**config.mk**
```make
export PLATFORM = sky130hd
export DESIGN_NAME = mem_stage
export DESIGN_NICKNAME = d
export VERILOG_FILES = /design/src/rtl/mem_stage_pkg.sv /design/src/rtl/mem_stage_load_extend.sv /design/src/rtl/mem_stage.sv
export SDC_FILE = /design/constraint.sdc
export NUM_CORES = 1
export LEC_CHECK = 0
export ABC_AREA = 1
export CORE_MARGIN = 2
export CORE_UTILIZATION = 50
export CTS_BUF_LIST = sky130_fd_sc_hd__clkbuf_2
export DETAILED_ROUTE_END_ITERATION = 16
export DONT_BUFFER_PORTS = 1
export MAX_ROUTING_LAYER = met4
export SYNTH_ARGS = -nofsm -noshare
export SYNTH_HDL_FRONTEND = slang
export SYNTH_SLANG_ARGS = --single-unit
```
**constraint.sdc**
```tcl
create_clock -name clk -period 1.52 [get_ports clk]
set_input_delay 0.228 -clock clk [delete_from_list [all_inputs] [get_ports clk]]
set_output_delay 0.228 -clock clk [all_outputs]
set_load 0.05 [all_outputs]
```
**src/rtl/mem_stage_pkg.sv**
```systemverilog
// Shared types and constants for the MEM pipeline stage.
package mem_stage_pkg;

  // Memory request direction
  localparam logic MEM_READ  = 1'b0;
  localparam logic MEM_WRITE = 1'b1;

  // Access size codes
  localparam logic [1:0] SIZE_BYTE = 2'b00;
  localparam logic [1:0] SIZE_HALF = 2'b01;
  localparam logic [1:0] SIZE_WORD = 2'b10;

  // Load funct3 codes
  localparam logic [2:0] F3_LB  = 3'b000;
  localparam logic [2:0] F3_LH  = 3'b001;
  localparam logic [2:0] F3_LW  = 3'b010;
  localparam logic [2:0] F3_LBU = 3'b100;
  localparam logic [2:0] F3_LHU = 3'b101;

  // Access FSM: one request per instruction, then a release state.
  typedef enum logic [1:0] {
    ST_IDLE = 2'b00,
    ST_WAIT = 2'b01,
    ST_DONE = 2'b10
  } mem_state_e;

  // True when the EX_MEM instruction is a load.
  function automatic logic is_load(input logic wr_enable, input logic wr);
    return wr_enable & (wr == MEM_READ);
  endfunction

endpackage

```
**src/rtl/mem_stage_load_extend.sv**
```systemverilog
// Sign/zero extension of right-aligned load data, selected by load funct3.
module mem_stage_load_extend
  import mem_stage_pkg::*;
#(
  parameter int REG_LEN = 32
) (
  input  logic [2:0]         funct3,
  input  logic [REG_LEN-1:0] raw_data,
  output logic [REG_LEN-1:0] ext_data
);

  // Pick the extension rule from funct3; unknown codes yield zero.
  always_comb begin
    ext_data = {REG_LEN{1'b0}};
    case (funct3)
      F3_LB:   ext_data = {{(REG_LEN-8){raw_data[7]}}, raw_data[7:0]};
      F3_LH:   ext_data = {{(REG_LEN-16){raw_data[15]}}, raw_data[15:0]};
      F3_LW:   ext_data = raw_data;
      F3_LBU:  ext_data = {{(REG_LEN-8){1'b0}}, raw_data[7:0]};
      F3_LHU:  ext_data = {{(REG_LEN-16){1'b0}}, raw_data[15:0]};
      default: ext_data = {REG_LEN{1'b0}};
    endcase
  end

endmodule

```
**src/rtl/mem_stage.sv**
```systemverilog
// MEM stage: issues one memory request per load/store, stalls until the
// controller reports completion, then forwards extended load data.
module mem_stage
  import mem_stage_pkg::*;
#(
  parameter int ADDR_LEN = 32,
  parameter int REG_LEN  = 32
) (
  input  logic                clk,
  input  logic                rst,
  input  logic                rdy,
  input  logic                in_wr_enable,
  input  logic                in_wr,
  input  logic [2:0]          in_funct3,
  input  logic [1:0]          in_type,
  input  logic [ADDR_LEN-1:0] in_addr,
  input  logic [REG_LEN-1:0]  in_store_data,
  input  logic [4:0]          in_rd_addr,
  input  logic                in_rd_write_enable,
  input  logic [REG_LEN-1:0]  in_rd_data,
  output logic                mc_req,
  output logic                mc_wr,
  output logic [1:0]          mc_type,
  output logic [ADDR_LEN-1:0] mc_addr,
  output logic [REG_LEN-1:0]  mc_wdata,
  input  logic                mc_done,
  input  logic [REG_LEN-1:0]  mc_rdata,
  output logic [REG_LEN-1:0]  out_rd_data,
  output logic [4:0]          out_rd_addr,
  output logic                out_rd_write_enable,
  output logic                stall_req
);

  mem_state_e          state_q, state_d;
  logic                mc_req_q, mc_req_d;
  logic                mc_wr_q, mc_wr_d;
  logic [1:0]          mc_type_q, mc_type_d;
  logic [ADDR_LEN-1:0] mc_addr_q, mc_addr_d;
  logic [REG_LEN-1:0]  mc_wdata_q, mc_wdata_d;
  logic [REG_LEN-1:0]  load_data_q, load_data_d;
  logic [REG_LEN-1:0]  ext_data_s;

  // EX_MEM holds the instruction stable while stalled, so funct3 is valid at mc_done.
  mem_stage_load_extend #(.REG_LEN(REG_LEN)) u_load_extend (
    .funct3   (in_funct3),
    .raw_data (mc_rdata),
    .ext_data (ext_data_s)
  );

  // State and request registers; synchronous active-low reset beats mc_done.
  always_ff @(posedge clk) begin
    if (!rst) begin
      state_q     <= ST_IDLE;
      mc_req_q    <= 1'b0;
      mc_wr_q     <= 1'b0;
      mc_type_q   <= 2'b00;
      mc_addr_q   <= {ADDR_LEN{1'b0}};
      mc_wdata_q  <= {REG_LEN{1'b0}};
      load_data_q <= {REG_LEN{1'b0}};
    end else begin
      state_q     <= state_d;
      mc_req_q    <= mc_req_d;
      mc_wr_q     <= mc_wr_d;
      mc_type_q   <= mc_type_d;
      mc_addr_q   <= mc_addr_d;
      mc_wdata_q  <= mc_wdata_d;
      load_data_q <= load_data_d;
    end
  end

  // Next-state: launch in IDLE, wait for mc_done regardless of rdy, release in DONE.
  always_comb begin
    state_d     = state_q;
    mc_req_d    = mc_req_q;
    mc_wr_d     = mc_wr_q;
    mc_type_d   = mc_type_q;
    mc_addr_d   = mc_addr_q;
    mc_wdata_d  = mc_wdata_q;
    load_data_d = load_data_q;
    case (state_q)
      ST_IDLE: begin
        if (in_wr_enable && rdy) begin
          state_d    = ST_WAIT;
          mc_req_d   = 1'b1;
          mc_wr_d    = in_wr;
          mc_type_d  = in_type;
          mc_addr_d  = in_addr;
          mc_wdata_d = in_store_data;
        end else begin
          state_d = ST_IDLE;
        end
      end
      ST_WAIT: begin
        if (mc_done) begin
          state_d     = ST_DONE;
          mc_req_d    = 1'b0;
          load_data_d = ext_data_s;
        end else begin
          state_d = ST_WAIT;
        end
      end
      ST_DONE: begin
        if (rdy) begin
          state_d = ST_IDLE;
        end else begin
          state_d = ST_DONE;
        end
      end
      default: begin
        state_d  = ST_IDLE;
        mc_req_d = 1'b0;
      end
    endcase
  end

  // Stall and writeback mux; loads only write back once the data is captured.
  always_comb begin
    stall_req           = 1'b0;
    out_rd_data         = in_rd_data;
    out_rd_addr         = in_rd_addr;
    out_rd_write_enable = in_rd_write_enable;
    case (state_q)
      ST_IDLE: stall_req = in_wr_enable;
      ST_WAIT: stall_req = 1'b1;
      ST_DONE: stall_req = 1'b0;
      default: stall_req = 1'b0;
    endcase
    if (is_load(in_wr_enable, in_wr)) begin
      if (state_q == ST_DONE) begin
        out_rd_data = load_data_q;
      end else begin
        out_rd_data         = {REG_LEN{1'b0}};
        out_rd_write_enable = 1'b0;
      end
    end else begin
      out_rd_data = in_rd_data;
    end
  end

  assign mc_req   = mc_req_q;
  assign mc_wr    = mc_wr_q;
  assign mc_type  = mc_type_q;
  assign mc_addr  = mc_addr_q;
  assign mc_wdata = mc_wdata_q;

endmodule

```
After elaboration in Yosys (flattened, before gate mapping)
Index checks and enable logic that the tools add are counted.
{"block": "word_totals", "ff_bits": 102, "input_bits": 145, "out_inout_bits": 107}
{"block": "classes", "eq_ne": 8, "mux": 13, "bitwise_logic": 3, "reduce_logical": 6}
{"op": "case mux 32 bit (5 select lines)", "n": 1}
{"op": "2-to-1 mux 32 bit", "n": 2}
{"op": "equality test 3 bit, second input constant", "n": 2}
{"op": "case mux 2 bit (3 select lines)", "n": 1}
{"op": "2-to-1 mux 1 bit", "n": 5}
{"op": "2-to-1 mux 2 bit", "n": 2}
{"op": "inequality test 2 bit, second input constant", "n": 2}
{"op": "AND reduction 2 bit", "n": 2}
{"op": "equality test 3 x 1 -> 1 bit, second input constant", "n": 1}
{"op": "equality test 3 x 2 -> 1 bit, second input constant", "n": 1}
{"op": "zero test 3 bit", "n": 1}
{"op": "case mux 1 bit (3 select lines)", "n": 1}
{"op": "AND reduction 3 bit", "n": 1}
{"op": "equality test 2 x 1 -> 1 bit, second input constant", "n": 1}
{"op": "equality test 2 bit, second input constant", "n": 1}
{"op": "zero test 2 bit", "n": 1}
{"op": "NOT 1 bit", "n": 2}
{"op": "case mux 1 bit (2 select lines)", "n": 1}
{"op": "bitwise AND 1 bit", "n": 1}
{"op": "logical AND 1 bit", "n": 1}

Depth between registers and ports, before layout
Gate-level depths: netlist of run 1.
{"block": "logic_depth", "word_depth": 3, "mapped_depth": 8}

By module
From an unflattened synthesis of run 1, not the netlist that was laid out.
{"block": "hier_totals", "hier_cells": 756, "area_unflattened_um2": 5131.2}
{"module": "mem_stage", "instances": 1, "cells_per_inst": 672, "area_each_um2": 4598.2, "seq_area_each_um2": 2042.0}
{"module": "mem_stage_load_extend", "instances": 1, "cells_per_inst": 84, "area_each_um2": 533.0, "seq_area_each_um2": 0.0}

Worst setup path before layout of run 1
No wires, ideal clock.
{"block": "synth_path", "path_kind": "register to output", "from": "register state_q[1]", "to": "output port out_rd_write_enable", "t_arrival_ns": 1.818, "slack_ns": -0.526, "path_stages_with_launch": 5, "cell_sequence": "dfxtp_1 inv_1 nor2_1 inv_1 a21boi_0"}
{"block": "synth_via", "elab_chain_len": 3}
{"element": "start: declaration", "line_no": "mem_stage.sv:34", "source": "mem_state_e state_q, state_d;"}
{"element": "start signal: assignment", "line_no": "mem_stage.sv:61", "source": "state_q <= state_d;"}
{"element": "equality test 2 bit", "line_no": "mem_stage.sv:129", "source": "if (state_q == ST_DONE) begin"}
{"element": "2-to-1 mux 1 bit", "line_no": "mem_stage.sv:129"}
{"element": "2-to-1 mux 1 bit", "line_no": "mem_stage.sv:128", "source": "if (is_load(in_wr_enable, in_wr)) begin"}
{"element": "end: declaration", "line_no": "mem_stage.sv:30", "source": "output logic out_rd_write_enable,"}
Every way passes these cells.

Worst setup path after layout of run 1
{"block": "layout_path", "from": "register state_q[1]", "to": "output port out_rd_data[15]"}
{"block": "layout_via", "elab_chain_len": 3}
{"element": "equality test 2 bit", "line_no": "mem_stage.sv:129"}
{"element": "2-to-1 mux 32 bit", "line_no": "mem_stage.sv:129"}
{"element": "2-to-1 mux 32 bit", "line_no": "mem_stage.sv:128"}
{"element": "end: declaration", "line_no": "mem_stage.sv:28", "source": "output logic [REG_LEN-1:0] out_rd_data,"}
Every way passes these cells.

==> results.sh, run 1 <==
export IMPL_path_max_fanout=8
export IMPL_clk_pin_slew_worst_paths_ns=0.29
export IMPL_yosys_warnings=0
export IMPL_ir_worst_vdd_uv=801.7
export IMPL_vias=5079
export IMPL_io_pins=252
export IMPL_die_y_um=98.07
export IMPL_grt_max_degree=71
export IMPL_row_count=34
export IMPL_drt_iter0_markers=282
export IMPL_min_period_ns=1.995
export IMPL_grt_ovfl_total=0
export IMPL_clock_sinks=102
export IMPL_drive_gt1_share_pct=27.03
export IMPL_powerDensity_mw_per_mm2=852.8
export IMPL_p_leak_nw=2.954
export IMPL_grtUsageTotal_pct=32.19
export IMPL_placed_cells=763
export IMPL_worstMarginPinSlew_ns=0.4041
export IMPL_cts_tree="yes"
export IMPL_layout_nets=940
export IMPL_grt_antenna_before_repair=1
export IMPL_fin_ws_ns=-0.4748
export IMPL_yosysTopAreaCell="dfxtp_1"
export IMPL_instances_no_fill=908
export IMPL_required_ns=1.29
export IMPL_die_w_um=98.07
export IMPL_placed_cell_area_sq_mm=0.005350
export IMPL_routed_wl_um=15950
export IMPL_clock_latency_ns=0.60
export IMPL_holdWs_ns=0.004475
export IMPL_drt_pass1_iter_count=5
export IMPL_cts_root_buf="clkbuf_2"
export IMPL_violations="negative setup slack"
export IMPL_die_area_sq_mm=0.009617
export IMPL_finalHoldViolations=0
export IMPL_portBuffers=0
export IMPL_grt_pass1_vias=4937
export IMPL_via_per_inst=5.594
export IMPL_drc=0
export IMPL_critPathLaunchType="flip-flop"
export IMPL_slew_violations=0
export IMPL_synth_top_cell_area_share_pct=46.15
export IMPL_fin_tns_setup_ns=-14.14
export IMPL_final_cell_mix="nor2_1 (131), dlygate4sd3_1 (118), o21ai_0 (84), nand2_1 (84), dfxtp_1 (65)"
export IMPL_synthCells=627
export IMPL_area_delta_synth_final_pct=62.95
export IMPL_cts_buffers=9
export IMPL_wl_per_cell_um=17.57
export IMPL_pre_cts_ws_ns=0.08359
export IMPL_setup_viol=34
export IMPL_clk_path_buf_depth=2
export IMPL_yosysSeqAreaShare_pct=46.15
export IMPL_final_min_period_over_clock_period_pct=131.2
export IMPL_syn_avg_cell_area_sq_um=7.056
export IMPL_synth_cell_type_count=23
export IMPL_cap_viol_max_count=0
export IMPL_post_route_util_pct=83.48
export IMPL_relSlewSlack_pct=72.77
export IMPL_crit_path_end_kind="output pin"
export IMPL_status="complete, but fails checks"
export IMPL_stdcell_area_sq_mm=0.007209
export IMPL_grt_pass1_wl_um=24320
export IMPL_syn_nets=772
export IMPL_place_gp_congestion=0.8172
export IMPL_rsz0062_at_grt="yes"
export IMPL_final_common_cell="nor2_1"
export IMPL_cts_htree_levels=3
export IMPL_p_total_mw=6.148
export IMPL_drtAntennaViolNets=0
export IMPL_arrival_ns=1.77
export IMPL_worstSetupPathType="reg2out"
export IMPL_max_freq_mhz=501.3
export IMPL_start_util_pct=51.23
export IMPL_synth_seq_cells=102
export IMPL_dpl_hpwl_um=9008
export IMPL_skew_ns=0.02931
export IMPL_core_sq_mm=0.008636
export IMPL_synth_area_sq_mm=0.004424
export IMPL_synth_area_leaders="dfxtp_1 (46%), nor2_1 (12%), nand2_1 (9.9%), o21ai_0 (9.6%), nand3_1 (7.2%)"
export IMPL_holdCritPathClass="in2reg"
## worst paths after layout
path,startpoint,slack (ns),depth (start not counted),end
worst min register to register,load_data_q[13],0.49,2,load_data_q[13]
worst max register to register,state_q[1],0.05,6,load_data_q[9]
worst max-delay path,state_q[1],-0.47,7,out_rd_data[15]
worst min-delay path,mc_rdata[15],0.004,4,load_data_q[17]
## routing by layer
layer  global-route usage, %  wire [um]  vias to the layer above
met3                   6.442       1420                       44
li1                        -          -                     2382
met4                   13.25        463                        0
met5                       -          0                        -
met1                   35.69       5926                     2369
met2                   56.38       8143                      284
## power by group
part / internal [mW] / switching [mW] / total [mW]
Sequential: 2.84 / 0.312 / 3.15
Combinational: 0.715 / 0.985 / 1.70
Clock: 0.384 / 0.909 / 1.29
Total: 3.94 / 2.21 / 6.15
## logic make-up after synthesis
family,count (synthesis),share of synthesized area [%]
simple gates,327,30.68
compound gates,137,15.67
flops,102,46.15
buf+inv,61,7.494
## final cells by class
type / instances / area (sq um)
clock buffer: 10 / 50.05
antenna: 1 / 2.502
timing repair buffer: 210 / 2447
clock inverter: 5 / 60.06
tap: 108 / 135.1
inverter: 8 / 37.54
multi-input combinational: 464 / 2386
fill: 498 / 1426
sequential: 102 / 2091
## Yosys cell counts (all sizes together)
cell type / n
inv: 8
nand4: 1
and3: 1
a21boi: 1
dfxtp: 102
buf: 27
o21a: 2
a21oi: 33
nand2: 117
nor2: 142
nand3: 66
o21ai: 101
clkbuf: 26
## sequential cells by signal (all words and copies together), names as in the netlist
name         count
load_data_q     32
mc_addr         32
mc_wr            1
mc_type          2
mc_req           1
state_q          2
mc_wdata        32
## worst max-delay path, cell delays in order (launching register included)
cell and delay [ns]:
dfxtp_2 0.40, inv_2 0.05, nor2_4 0.09, buf_12 0.14, clkbuf_16 0.15, nand3_1 0.11, nand2_2 0.11, buf_12 0.14
## timing repair
item                       in CTS  in global routing
setup endpoints to repair      56                 85
buffers inserted                7                  5
gates resized for setup        75                 66
gates cloned                    2                  2
hold buffers                  119                  0
hold endpoints to repair      102                  0
pin swaps                       4                  6
No activity file was read; power rests on OpenSTA's default activity.
==> run 2, diff against run 1 <==
Settings changed: PLACE_DENSITY set to 0.68.
Clock period 1.52 ns to 1.8 ns, I/O delays scaled along.
==> run 2 against run 1 <==
Net effect: clock-buffer cell count is 1 lower; worst hold slack better by 0.081 ns; largest cell class is now multi-input gates; largest power group unchanged; sequential power is 8.9% lower; register-to-register slack better by 0.12 ns; flip-flop and latch count stayed put; the run still ends with negative setup slack left; critical path depth stayed put; first-iteration DRC count is 28% higher.
==> results.sh, run 2 (synthesis results as in run 1) <==
export IMPL_p_leak_nw=2.703
export IMPL_die_y_um=98.07
export IMPL_required_ns=1.53
export IMPL_cts_root_buf="clkbuf_2"
export IMPL_setup_viol=33
export IMPL_crit_path_end_kind="output pin"
export IMPL_vias=4924
export IMPL_clock_sinks=102
export IMPL_cts_buffers=9
export IMPL_final_min_period_over_clock_period_pct=115.7
export IMPL_grt_pass1_vias=4809
export IMPL_final_cell_mix="nor2_1 (138), dlygate4sd3_1 (118), dfxtp_1 (100)"
export IMPL_row_count=34
export IMPL_clk_pin_slew_worst_paths_ns=0.32
export IMPL_core_sq_mm=0.008636
export IMPL_die_area_sq_mm=0.009617
export IMPL_ir_worst_vdd_uv=612.5
export IMPL_holdCritPathClass="in2reg"
export IMPL_place_gp_congestion=0.8057
export IMPL_grt_pass1_wl_um=23440
export IMPL_cts_tree="yes"
export IMPL_path_max_fanout=6
export IMPL_io_pins=252
export IMPL_dpl_hpwl_um=8728
export IMPL_drt_pass1_iter_count=7
export IMPL_grtUsageTotal_pct=31.05
export IMPL_clock_latency_ns=0.58
export IMPL_grt_ovfl_total=0
export IMPL_critPathLaunchType="flip-flop"
export IMPL_min_period_ns=2.082
export IMPL_violations="negative setup slack"
export IMPL_wl_per_cell_um=17.69
export IMPL_drc=0
export IMPL_via_per_inst=5.673
export IMPL_cts_htree_levels=3
export IMPL_drive_gt1_share_pct=16.60
export IMPL_worstSetupPathType="reg2out"
export IMPL_routed_wl_um=15350
export IMPL_arrival_ns=1.81
export IMPL_holdWs_ns=0.08532
export IMPL_layout_nets=899
export IMPL_drtAntennaViolNets=0
export IMPL_final_common_cell="nor2_1"
export IMPL_start_util_pct=51.23
export IMPL_die_w_um=98.07
export IMPL_max_freq_mhz=480.2
export IMPL_grt_max_degree=71
export IMPL_powerDensity_mw_per_mm2=774.4
export IMPL_clk_path_buf_depth=2
export IMPL_cap_viol_max_count=0
export IMPL_slew_violations=0
export IMPL_area_delta_synth_final_pct=49.86
export IMPL_relSlewSlack_pct=62.31
export IMPL_drt_iter0_markers=360
export IMPL_skew_ns=0.04756
export IMPL_portBuffers=0
export IMPL_grt_antenna_before_repair=0
export IMPL_worstMarginPinSlew_ns=0.5646
export IMPL_post_route_util_pct=76.77
export IMPL_rsz0062_at_grt="yes"
export IMPL_status="complete, but fails checks"
export IMPL_fin_ws_ns=-0.2824
export IMPL_finalHoldViolations=0
export IMPL_pre_cts_ws_ns=0.3348
run 2: cell count changes in the layout (fill, tap and decap cells not counted), sizes merged:
cell,change
buf,-39
clkbuf,-3
clkinvlp,-1
inv,+3
run 2: stage by stage:
stage	power, mW	setup TNS [ns]	std cells	instance area, sq um
after global placement	3.667	0	726	5035
after detailed placement	3.688	0	726	5035
after CTS	5.107	-5.815	866	6528
after global routing	5.318	-11.47	867	6628
after floorplan	3.433	0	627	4424
final	5.135	-7.672	868	6630
run 2: repair_timing:
| item | CTS | global route |
|---|---|---|
| setup endpoints to repair | 33 | 34 |
| buffers inserted | 3 | 2 |
| gates resized for setup | 46 | 20 |
| hold buffers | 119 | 0 |
| pin swaps | 0 | 3 |
| gates cloned | 2 | 1 |
| hold endpoints to repair | 102 | 0 |
run 2: path summary, 6_finish.rpt:
path                       start         endpoint  slack, ns  cells after the start
setup / recovery      state_q[1]   out_rd_data[9]      -0.28                      7
hold / removal      mc_rdata[15]  load_data_q[16]       0.09                      4
setup reg to reg      state_q[1]   load_data_q[8]       0.17                      6
hold reg to reg   load_data_q[3]   load_data_q[3]       0.49                      2
run 2: area by class of cell:
type / instances / area (sq um)
antenna: 1 / 2.502
clock buffer: 9 / 45.04
clock inverter: 7 / 87.58
fill: 580 / 2006
inverter: 8 / 32.53
multi-input combinational: 464 / 2237
sequential: 102 / 2044
tap: 108 / 135.1
timing repair buffer: 169 / 2046
run 2: power breakdown:
part	internal, mW	switching (mW)	leakage, nW
Sequential	2.39	0.478	0.835
Combinational	0.500	0.577	1.79
Clock	0.360	0.829	0.0809
run 2: worst max-delay path, stage by stage, from the launching register on:
cell and delay (ns):
dfxtp_2 0.42, inv_2 0.05, nor2_4 0.17, buf_6 0.14, buf_8 0.14, nand3_2 0.08
nand2_2 0.10, buf_12 0.14
run 2: per-layer routing:
metal | global-route usage, % | vias to the layer above | part of all wire, %
li1 | - | 2299 | -
met1 | 33.56 | 2300 | 37
met2 | 54.74 | 281 | 52
met3 | 6.657 | 44 | 8.2
met4 | 13.46 | 0 | 2.8
met5 | - | - | 0
==> run 3, diff against run 2 <==
Settings changed: SLEW_MARGIN set to 20.
==> results of run 3 <==
No change in the layout: final DEF, timing and power equal those of run 2.
